**src/rtl/key_debounce_repeat_pkg.sv**
```systemverilog
// Shared definitions for the push-button conditioning block: FSM state
// encodings, 50 MHz default timings and a small sizing helper.
package key_pkg;

  // Debouncer / auto-repeat FSM states. Encodings 5..7 are unused.
  typedef enum logic [2:0] {
    IDLE       = 3'd0,
    DB_PRESS   = 3'd1,
    HELD       = 3'd2,
    REPEAT     = 3'd3,
    DB_RELEASE = 3'd4
  } key_state_e;

  // Default timings for CLOCK_50.
  localparam int unsigned CLK_HZ               = 50_000_000;
  localparam int unsigned DEBOUNCE_CYCLES_DEF  = CLK_HZ / 50;  // 20 ms
  localparam int unsigned REPEAT_DELAY_DEF     = CLK_HZ / 2;   // 0.5 s
  localparam int unsigned REPEAT_PERIOD_DEF    = CLK_HZ / 10;  // 0.1 s

  // Largest of three timing constants; sizes the shared counter.
  function automatic int unsigned max3(input int unsigned a,
                                       input int unsigned b,
                                       input int unsigned c);
    int unsigned m;
    m = (a > b) ? a : b;
    return (m > c) ? m : c;
  endfunction

endpackage

```
**src/rtl/key_debounce_repeat_if.sv**
```systemverilog
// Key-side bundle: raw key in, debounced level and event pulses out.
interface key_debounce_repeat_if;
  logic key_n;          // raw key, active-low, asynchronous
  logic pressed;        // debounced level, 1 = pressed
  logic press_pulse;    // one cycle on accepted press
  logic release_pulse;  // one cycle on accepted release
  logic step_pulse;     // one cycle on press and on each auto-repeat

  // Whoever owns the physical key.
  modport master (
    output key_n,
    input  pressed, press_pulse, release_pulse, step_pulse
  );

  // The conditioning block.
  modport slave (
    input  key_n,
    output pressed, press_pulse, release_pulse, step_pulse
  );
endinterface

```
**src/rtl/key_debounce_repeat_sync_2ff.sv**
```systemverilog
// Generic two-flop synchroniser for slow asynchronous inputs (keys,
// switches). Both stages reset to RESET_VALUE so a released input does not
// look active while reset is lifting.
module sync_2ff #(
  parameter int unsigned           WIDTH       = 1,
  parameter logic [WIDTH-1:0]      RESET_VALUE = '0
) (
  input  logic             clk,
  input  logic             rst_n,
  input  logic [WIDTH-1:0] d,
  output logic [WIDTH-1:0] q
);

  logic [WIDTH-1:0] meta;
  logic [WIDTH-1:0] sync;

  // Two back-to-back flops give the first stage a full cycle to settle.
  always_ff @(posedge clk or negedge rst_n) begin
    if (!rst_n) begin
      meta <= RESET_VALUE;
      sync <= RESET_VALUE;
    end else begin
      // NOTE: non-blocking assignments so sync takes the old meta value,
      // forming two real stages instead of collapsing into one.
      meta <= d;
      sync <= meta;
    end
  end

  assign q = sync;

endmodule

```
**src/rtl/key_debounce_repeat.sv**
```systemverilog
// Push-button conditioner: synchronises an active-low key, debounces press
// and release with one shared counter, and produces registered level and
// single-cycle press / release / step pulses, with optional auto-repeat.
module key_debounce_repeat
  import key_pkg::*;
#(
  parameter int unsigned DEBOUNCE_CYCLES = DEBOUNCE_CYCLES_DEF,  // >= 1
  parameter int unsigned REPEAT_DELAY    = REPEAT_DELAY_DEF,     // >= 2
  parameter int unsigned REPEAT_PERIOD   = REPEAT_PERIOD_DEF,    // >= 1
  parameter bit          REPEAT_EN       = 1'b1
) (
  input  logic                  clk,
  input  logic                  aclr,
  key_debounce_repeat_if.slave  kif
);

  localparam int unsigned CNT_MAX = max3(DEBOUNCE_CYCLES, REPEAT_DELAY, REPEAT_PERIOD);
  localparam int unsigned CNT_W   = $clog2(CNT_MAX) + 1;

  localparam logic [CNT_W-1:0] DB_LAST = CNT_W'(DEBOUNCE_CYCLES - 1);
  localparam logic [CNT_W-1:0] RD_LAST = CNT_W'(REPEAT_DELAY - 1);
  localparam logic [CNT_W-1:0] RP_LAST = CNT_W'(REPEAT_PERIOD - 1);

  logic             key_sync;
  logic             key_s;
  key_state_e       state_q, state_d;
  logic [CNT_W-1:0] cnt_q, cnt_d;
  logic             press_evt, release_evt, step_evt;
  logic             press_evt_q, release_evt_q, step_evt_q;

  // The released level is 1 on key_n, so the synchroniser resets to 1.
  sync_2ff #(
    .WIDTH       (1),
    .RESET_VALUE (1'b1)
  ) u_sync (
    .clk   (clk),
    .rst_n (aclr),
    .d     (kif.key_n),
    .q     (key_sync)
  );

  assign key_s = ~key_sync;

  // Next state, counter and events; cnt_d defaults to 0 so any state change
  // clears the counter.
  always_comb begin
    // NOTE: every output of this block is given a default first so no path
    // through the case leaves one unassigned and infers a latch.
    state_d     = state_q;
    cnt_d       = '0;
    press_evt   = 1'b0;
    release_evt = 1'b0;
    step_evt    = 1'b0;
    case (state_q)
      IDLE: begin
        if (key_s) state_d = DB_PRESS;
      end
      DB_PRESS: begin
        if (!key_s) begin
          state_d = IDLE;
        end else if (cnt_q == DB_LAST) begin
          state_d   = HELD;
          press_evt = 1'b1;
          step_evt  = 1'b1;
        end else begin
          cnt_d = cnt_q + 1'b1;
        end
      end
      HELD: begin
        if (!key_s) begin
          state_d = DB_RELEASE;
        end else if (REPEAT_EN) begin
          if (cnt_q == RD_LAST) begin
            state_d  = REPEAT;
            step_evt = 1'b1;
          end else begin
            cnt_d = cnt_q + 1'b1;
          end
        end
      end
      REPEAT: begin
        if (!key_s) begin
          state_d = DB_RELEASE;
        end else if (cnt_q == RP_LAST) begin
          step_evt = 1'b1;
        end else begin
          cnt_d = cnt_q + 1'b1;
        end
      end
      DB_RELEASE: begin
        // A bounce back to pressed restarts the repeat delay in HELD.
        if (key_s) begin
          state_d = HELD;
        end else if (cnt_q == DB_LAST) begin
          state_d     = IDLE;
          release_evt = 1'b1;
        end else begin
          cnt_d = cnt_q + 1'b1;
        end
      end
      default: state_d = IDLE;
    endcase
  end

  // State, counter and event capture.
  always_ff @(posedge clk or negedge aclr) begin
    if (!aclr) begin
      state_q       <= IDLE;
      cnt_q         <= '0;
      press_evt_q   <= 1'b0;
      release_evt_q <= 1'b0;
      step_evt_q    <= 1'b0;
    end else begin
      state_q       <= state_d;
      cnt_q         <= cnt_d;
      press_evt_q   <= press_evt;
      release_evt_q <= release_evt;
      step_evt_q    <= step_evt;
    end
  end

  // Output stage: pulses land in the cycle after the transition, the same
  // cycle in which the registered level changes.
  always_ff @(posedge clk or negedge aclr) begin
    if (!aclr) begin
      kif.pressed       <= 1'b0;
      kif.press_pulse   <= 1'b0;
      kif.release_pulse <= 1'b0;
      kif.step_pulse    <= 1'b0;
    end else begin
      kif.pressed       <= (state_q inside {HELD, REPEAT, DB_RELEASE});
      kif.press_pulse   <= press_evt_q;
      kif.release_pulse <= release_evt_q;
      kif.step_pulse    <= step_evt_q;
    end
  end

endmodule

```
**src/flat_wrapper.sv**
```systemverilog
// flat-port wrapper written by rule: the top's interface ports become plain ports
module key_debounce_repeat_flat import key_pkg::*;
#(
  parameter int unsigned DEBOUNCE_CYCLES = DEBOUNCE_CYCLES_DEF,         
  parameter int unsigned REPEAT_DELAY    = REPEAT_DELAY_DEF,            
  parameter int unsigned REPEAT_PERIOD   = REPEAT_PERIOD_DEF,           
  parameter bit          REPEAT_EN       = 1'b1
)
  (clk, aclr, kif_key_n, kif_pressed, kif_press_pulse, kif_release_pulse, kif_step_pulse);
  key_debounce_repeat_if kif_i ();
  input  logic clk;
  input  logic aclr;
  input wire logic [$bits(kif_i.key_n)-1:0] kif_key_n;
  output wire logic [$bits(kif_i.pressed)-1:0] kif_pressed;
  output wire logic [$bits(kif_i.press_pulse)-1:0] kif_press_pulse;
  output wire logic [$bits(kif_i.release_pulse)-1:0] kif_release_pulse;
  output wire logic [$bits(kif_i.step_pulse)-1:0] kif_step_pulse;
  assign kif_i.key_n = kif_key_n;
  assign kif_pressed = kif_i.pressed;
  assign kif_press_pulse = kif_i.press_pulse;
  assign kif_release_pulse = kif_i.release_pulse;
  assign kif_step_pulse = kif_i.step_pulse;
  key_debounce_repeat #(.DEBOUNCE_CYCLES(DEBOUNCE_CYCLES), .REPEAT_DELAY(REPEAT_DELAY), .REPEAT_PERIOD(REPEAT_PERIOD), .REPEAT_EN(REPEAT_EN)) u_core (.clk(clk), .aclr(aclr), .kif(kif_i));
endmodule
```
**config.mk**
```make
export PLATFORM = sky130hd
export DESIGN_NAME = key_debounce_repeat_flat
export DESIGN_NICKNAME = d
export VERILOG_FILES = /design/src/rtl/key_debounce_repeat_pkg.sv /design/src/rtl/key_debounce_repeat_if.sv /design/src/rtl/key_debounce_repeat_sync_2ff.sv /design/src/rtl/key_debounce_repeat.sv /design/src/flat_wrapper.sv
export SDC_FILE = /design/constraint.sdc
export NUM_CORES = 1
export LEC_CHECK = 0
export ABC_AREA = 1
export CORE_ASPECT_RATIO = 1.75
export CORE_UTILIZATION = 50
export DETAILED_ROUTE_END_ITERATION = 8
export GPL_ROUTABILITY_DRIVEN = 0
export PLACE_DENSITY = 0.7
export SYNTH_ARGS = -nofsm -noshare
export SYNTH_HDL_FRONTEND = slang
export SYNTH_SLANG_ARGS = --single-unit
export TNS_END_PERCENT = 10
```
**constraint.sdc**
```tcl
create_clock -name clk -period 1.6 [get_ports clk]
set_input_delay 0.32 -clock clk [delete_from_list [all_inputs] [get_ports clk]]
set_output_delay 0.32 -clock clk [all_outputs]
set_load 0.02 [all_outputs]
```
==> run_results.csv <==
group,metric,value,unit
worst_setup_path,required,1780,ps
worst_setup_path,crit_path_end_kind,"flop",
global_routing,grt_start_max_net_pins,39,
finish,drive_gt1_frac,0.2150,
global_routing,grt_antenna_before_repair,0,
global_routing,grt_remaining_overflow,0,
worst_setup_path,r2r-start,"u_core.cnt_q[1]",
finish,fin_nets,324,
floorplanning,initial_core_util,0.5343,
floorplanning,die_y,87.85,µm
sta,period_share,1.047,
detailed_routing,drtAntennaViolNets,0,
synthesis,ys_warn_count,0,
worst_setup_path,cpPeakStageDelay,420,ps
synthesis,synth_cell_types,26,
floorplanning,fp.coreArea,3941,µm²
worst_setup_path,startpoint_type,"flop",
synthesis,synth.yosys.seq_area_share,0.4528,
worst_setup_path,r2r_setup_slack,-80,ps
synthesis,avgSynthCellArea,7.602,µm²
synthesis,synth_seq_cells,38,
global_routing,grt_usage,0.2480,
sta,fin_hold_ws,64.45,ps
sta,slew_headroom,0.6831,
finish,syn_to_final_growth,23.41,%
detailed_routing,viasPerCell,5.206,
worst_setup_path,crit_fanout,25,
global_routing,grt_pass1_wl,8.100,mm
synthesis,syn_area,2106,µm²
sta,report.final.slew_viol_count,0,
clock_tree,cts_tree,"built",
power_and_ir_drop,p_leak,1.122,nW
clock_tree,cts_buffers,5,
sta,setup_ws,-75.17,ps
detailed_routing,drtPass1Iterations,4,
worst_hold_path,hold_class,"in2async",
status,violations,"negative setup slack",
sta,finalSetupViolCount,25,
clock_tree,htree_num_levels,2,
worst_setup_path,r2r_end,"u_core.cnt_q[19]",
worst_setup_path,worstPathCellList,"ha_4 > nand3_4 > inv_2 > nand2_2 > nor2_2 > nand2_1 > nand2_1 > nand2_2 > nor2_4 > buf_12 > nor3_1",
synthesis,syn_nets,281,
status,outcome,"complete, but fails checks",
power_and_ir_drop,irDropWorstVdd,0.0008478,V
detailed_routing,routed_wl,4.895,mm
finish,n_antenna_cell,0,
synthesis,syn_inst,277,
power_and_ir_drop,power.density,920.9,nW/µm²
sta,period_needed,1675,ps
detailed_routing,drc,0,
place,dp_slack,-63.34,ps
clock_tree,clk_pin_slew_worst_paths,80,ps
worst_setup_path,r2r.worst_path.cells,11,
clock_tree,cts_buffer_depth,2,
worst_setup_path,cp_top_family,"simple AND/OR/NAND/NOR gates",
finish,fin_area,2599,µm²
clock_tree,clockRootBuffer,"clkbuf_8",
detailed_routing,post_drt_wl_per_cell,13.27,µm
worst_setup_path,cp_slowest_cell,"dfrtp_1",
floorplanning,rows,30,
clock_tree,clkLatencyLatePin,290,ps
power_and_ir_drop,p_total,2.393,mW
place,port_buffers,6,
worst_setup_path,path_class,"reg2reg",
floorplanning,die_w,51.06,µm
flow_run,cap_violations,0,
detailed_routing,drt_iter0_drc,67,
sta,rsz0062_at_grt,"true",
finish,utilization,0.6594,
sta,max_slew.worst_pin.slew,475.3,ps
place,place_area,2484,µm²
sta,hold_viol,0,
clock_tree,cts_sinks,38,
worst_setup_path,arrival,1850,ps
clock_tree,cts_setup_buffers,0,
global_routing,grt_pass1_vias,1834,
sta,fin_skew,6.548,ps
floorplanning,io_pins,7,
floorplanning,fp.dieArea,4485,µm²
worst_setup_path,crit_buf_inv,2,
detailed_routing,num_vias,1921,
sta,fmax,597.0,MHz
place,dp_hpwl,3.726,mm
==> sequential cells by signal (all words and copies together), names as in the netlist <==
name                      cells
u_core.cnt_q                 26
u_core.state_q                3
u_core.kif.press_pulse        1
u_core.kif.pressed            1
u_core.kif.release_pulse      1
u_core.kif.step_pulse         1
u_core.press_evt_q            1
u_core.release_evt_q          1
u_core.step_evt_q             1
u_core.u_sync.meta            1
u_core.u_sync.q               1
==> timing repair <==
action                                  4_1_cts  5_1_grt
resized for setup                             4        4
endpoints found under the setup margin       27       28
pin swaps                                     0        0
hold buffers                                  0        0
==> cells by family after synthesis <==
kind of cell	after synthesis	synth area share
XOR/XNOR	11	0.04576
flip-flops	38	0.4528
AND/OR/NAND/NOR	179	0.3868
adder cells (fa/ha/maj)	1	0.005941
AO/OA/AOI/OAI	15	0.04218
buffers and inverters	33	0.06655
==> Yosys cell counts <==
| cell | n | area, µm² |
|---|---|---|
| o2111ai_1 | 1 | 8.760 |
| o221ai_1 | 1 | 8.760 |
| nand3b_1 | 2 | 15.01 |
| nand3_1 | 14 | 70.07 |
| o22ai_1 | 1 | 6.260 |
| nand2_2 | 4 | 25.02 |
| nor3_1 | 15 | 75.07 |
| dfstp_2 | 2 | 52.55 |
| nand3_2 | 3 | 30.03 |
| nand2_1 | 64 | 240.2 |
| nor2_2 | 2 | 12.51 |
| inv_2 | 2 | 7.510 |
| o21ai_0 | 5 | 25.02 |
| a21oi_1 | 3 | 15.01 |
| a31oi_1 | 4 | 25.02 |
| buf_6 | 2 | 22.52 |
| dfrtp_1 | 36 | 900.9 |
| nor2_1 | 61 | 229.0 |
| nor2_4 | 6 | 67.56 |
| xor2_1 | 9 | 78.83 |
| inv_1 | 28 | 105.1 |
| buf_2 | 1 | 5.000 |
| ha_1 | 1 | 12.51 |
| nand4_1 | 7 | 43.79 |
| and3_1 | 1 | 6.260 |
| xnor2_1 | 2 | 17.52 |
==> per-stage QoR <==
step | instances | TNS [ps]
after floorplan | 277 | 0
after global placement | 361 | -512.5
after detailed placement | 361 | -1319
after CTS | 369 | -1462
after global routing | 369 | -3539
final | 369 | -1563
==> layout make-up <==
type | instances | area (µm²)
sequential | 38 | 953.4
fill | 348 | 1343
inverter | 30 | 112.6
timing repair buffer | 39 | 315.3
clock buffer | 7 | 86.33
multi-input combinational | 206 | 1066
tap | 48 | 60.06
clock inverter | 1 | 5.005
==> power by group <==
| group | internal [mW] | switching, mW | total, mW |
|---|---|---|---|
| clock network | 0.348 | 0.339 | 0.687 |
| logic | 0.233 | 0.398 | 0.630 |
| registers | 1.02 | 0.0546 | 1.08 |
==> layer usage <==
metal / share of wire / routed length (µm) / global-route usage
met3: 0.019 / 93 / 0.04861
met2: 0.53 / 2615 / 0.4390
met1: 0.41 / 2010 / 0.2773
met5: 0 / 0 / 0
met4: 0.036 / 176 / 0.1212
==> layout by cell type, fill, tap and decap left out, types with 6 or more instances in the layout <==
cell,count
buf_4,32
clkbuf_8,6
dfrtp_1,36
inv_1,27
nand2_1,62
nand2_2,6
nand3_1,14
nand4_1,7
nor2_1,58
nor2_4,7
nor3_1,14
xor2_1,9
==> worst max path at each step <==
stage | from | endpoint | slack, ps | cells after the start
2_1_floorplan | u_core.cnt_q[0] | u_core.cnt_q[0] | 7 | 9
3_3_place_gp | u_core.cnt_q[17] | u_core.cnt_q[7] | -30 | 8
3_5_place_dp | u_core.cnt_q[1] | u_core.cnt_q[22] | -60 | 11
4_1_cts | u_core.cnt_q[1] | u_core.cnt_q[16] | -70 | 11
5_1_grt | u_core.cnt_q[1] | u_core.cnt_q[18] | -150 | 10
6_report | u_core.cnt_q[1] | u_core.cnt_q[19] | -80 | 11
Power figures use the tool's default switching activity.
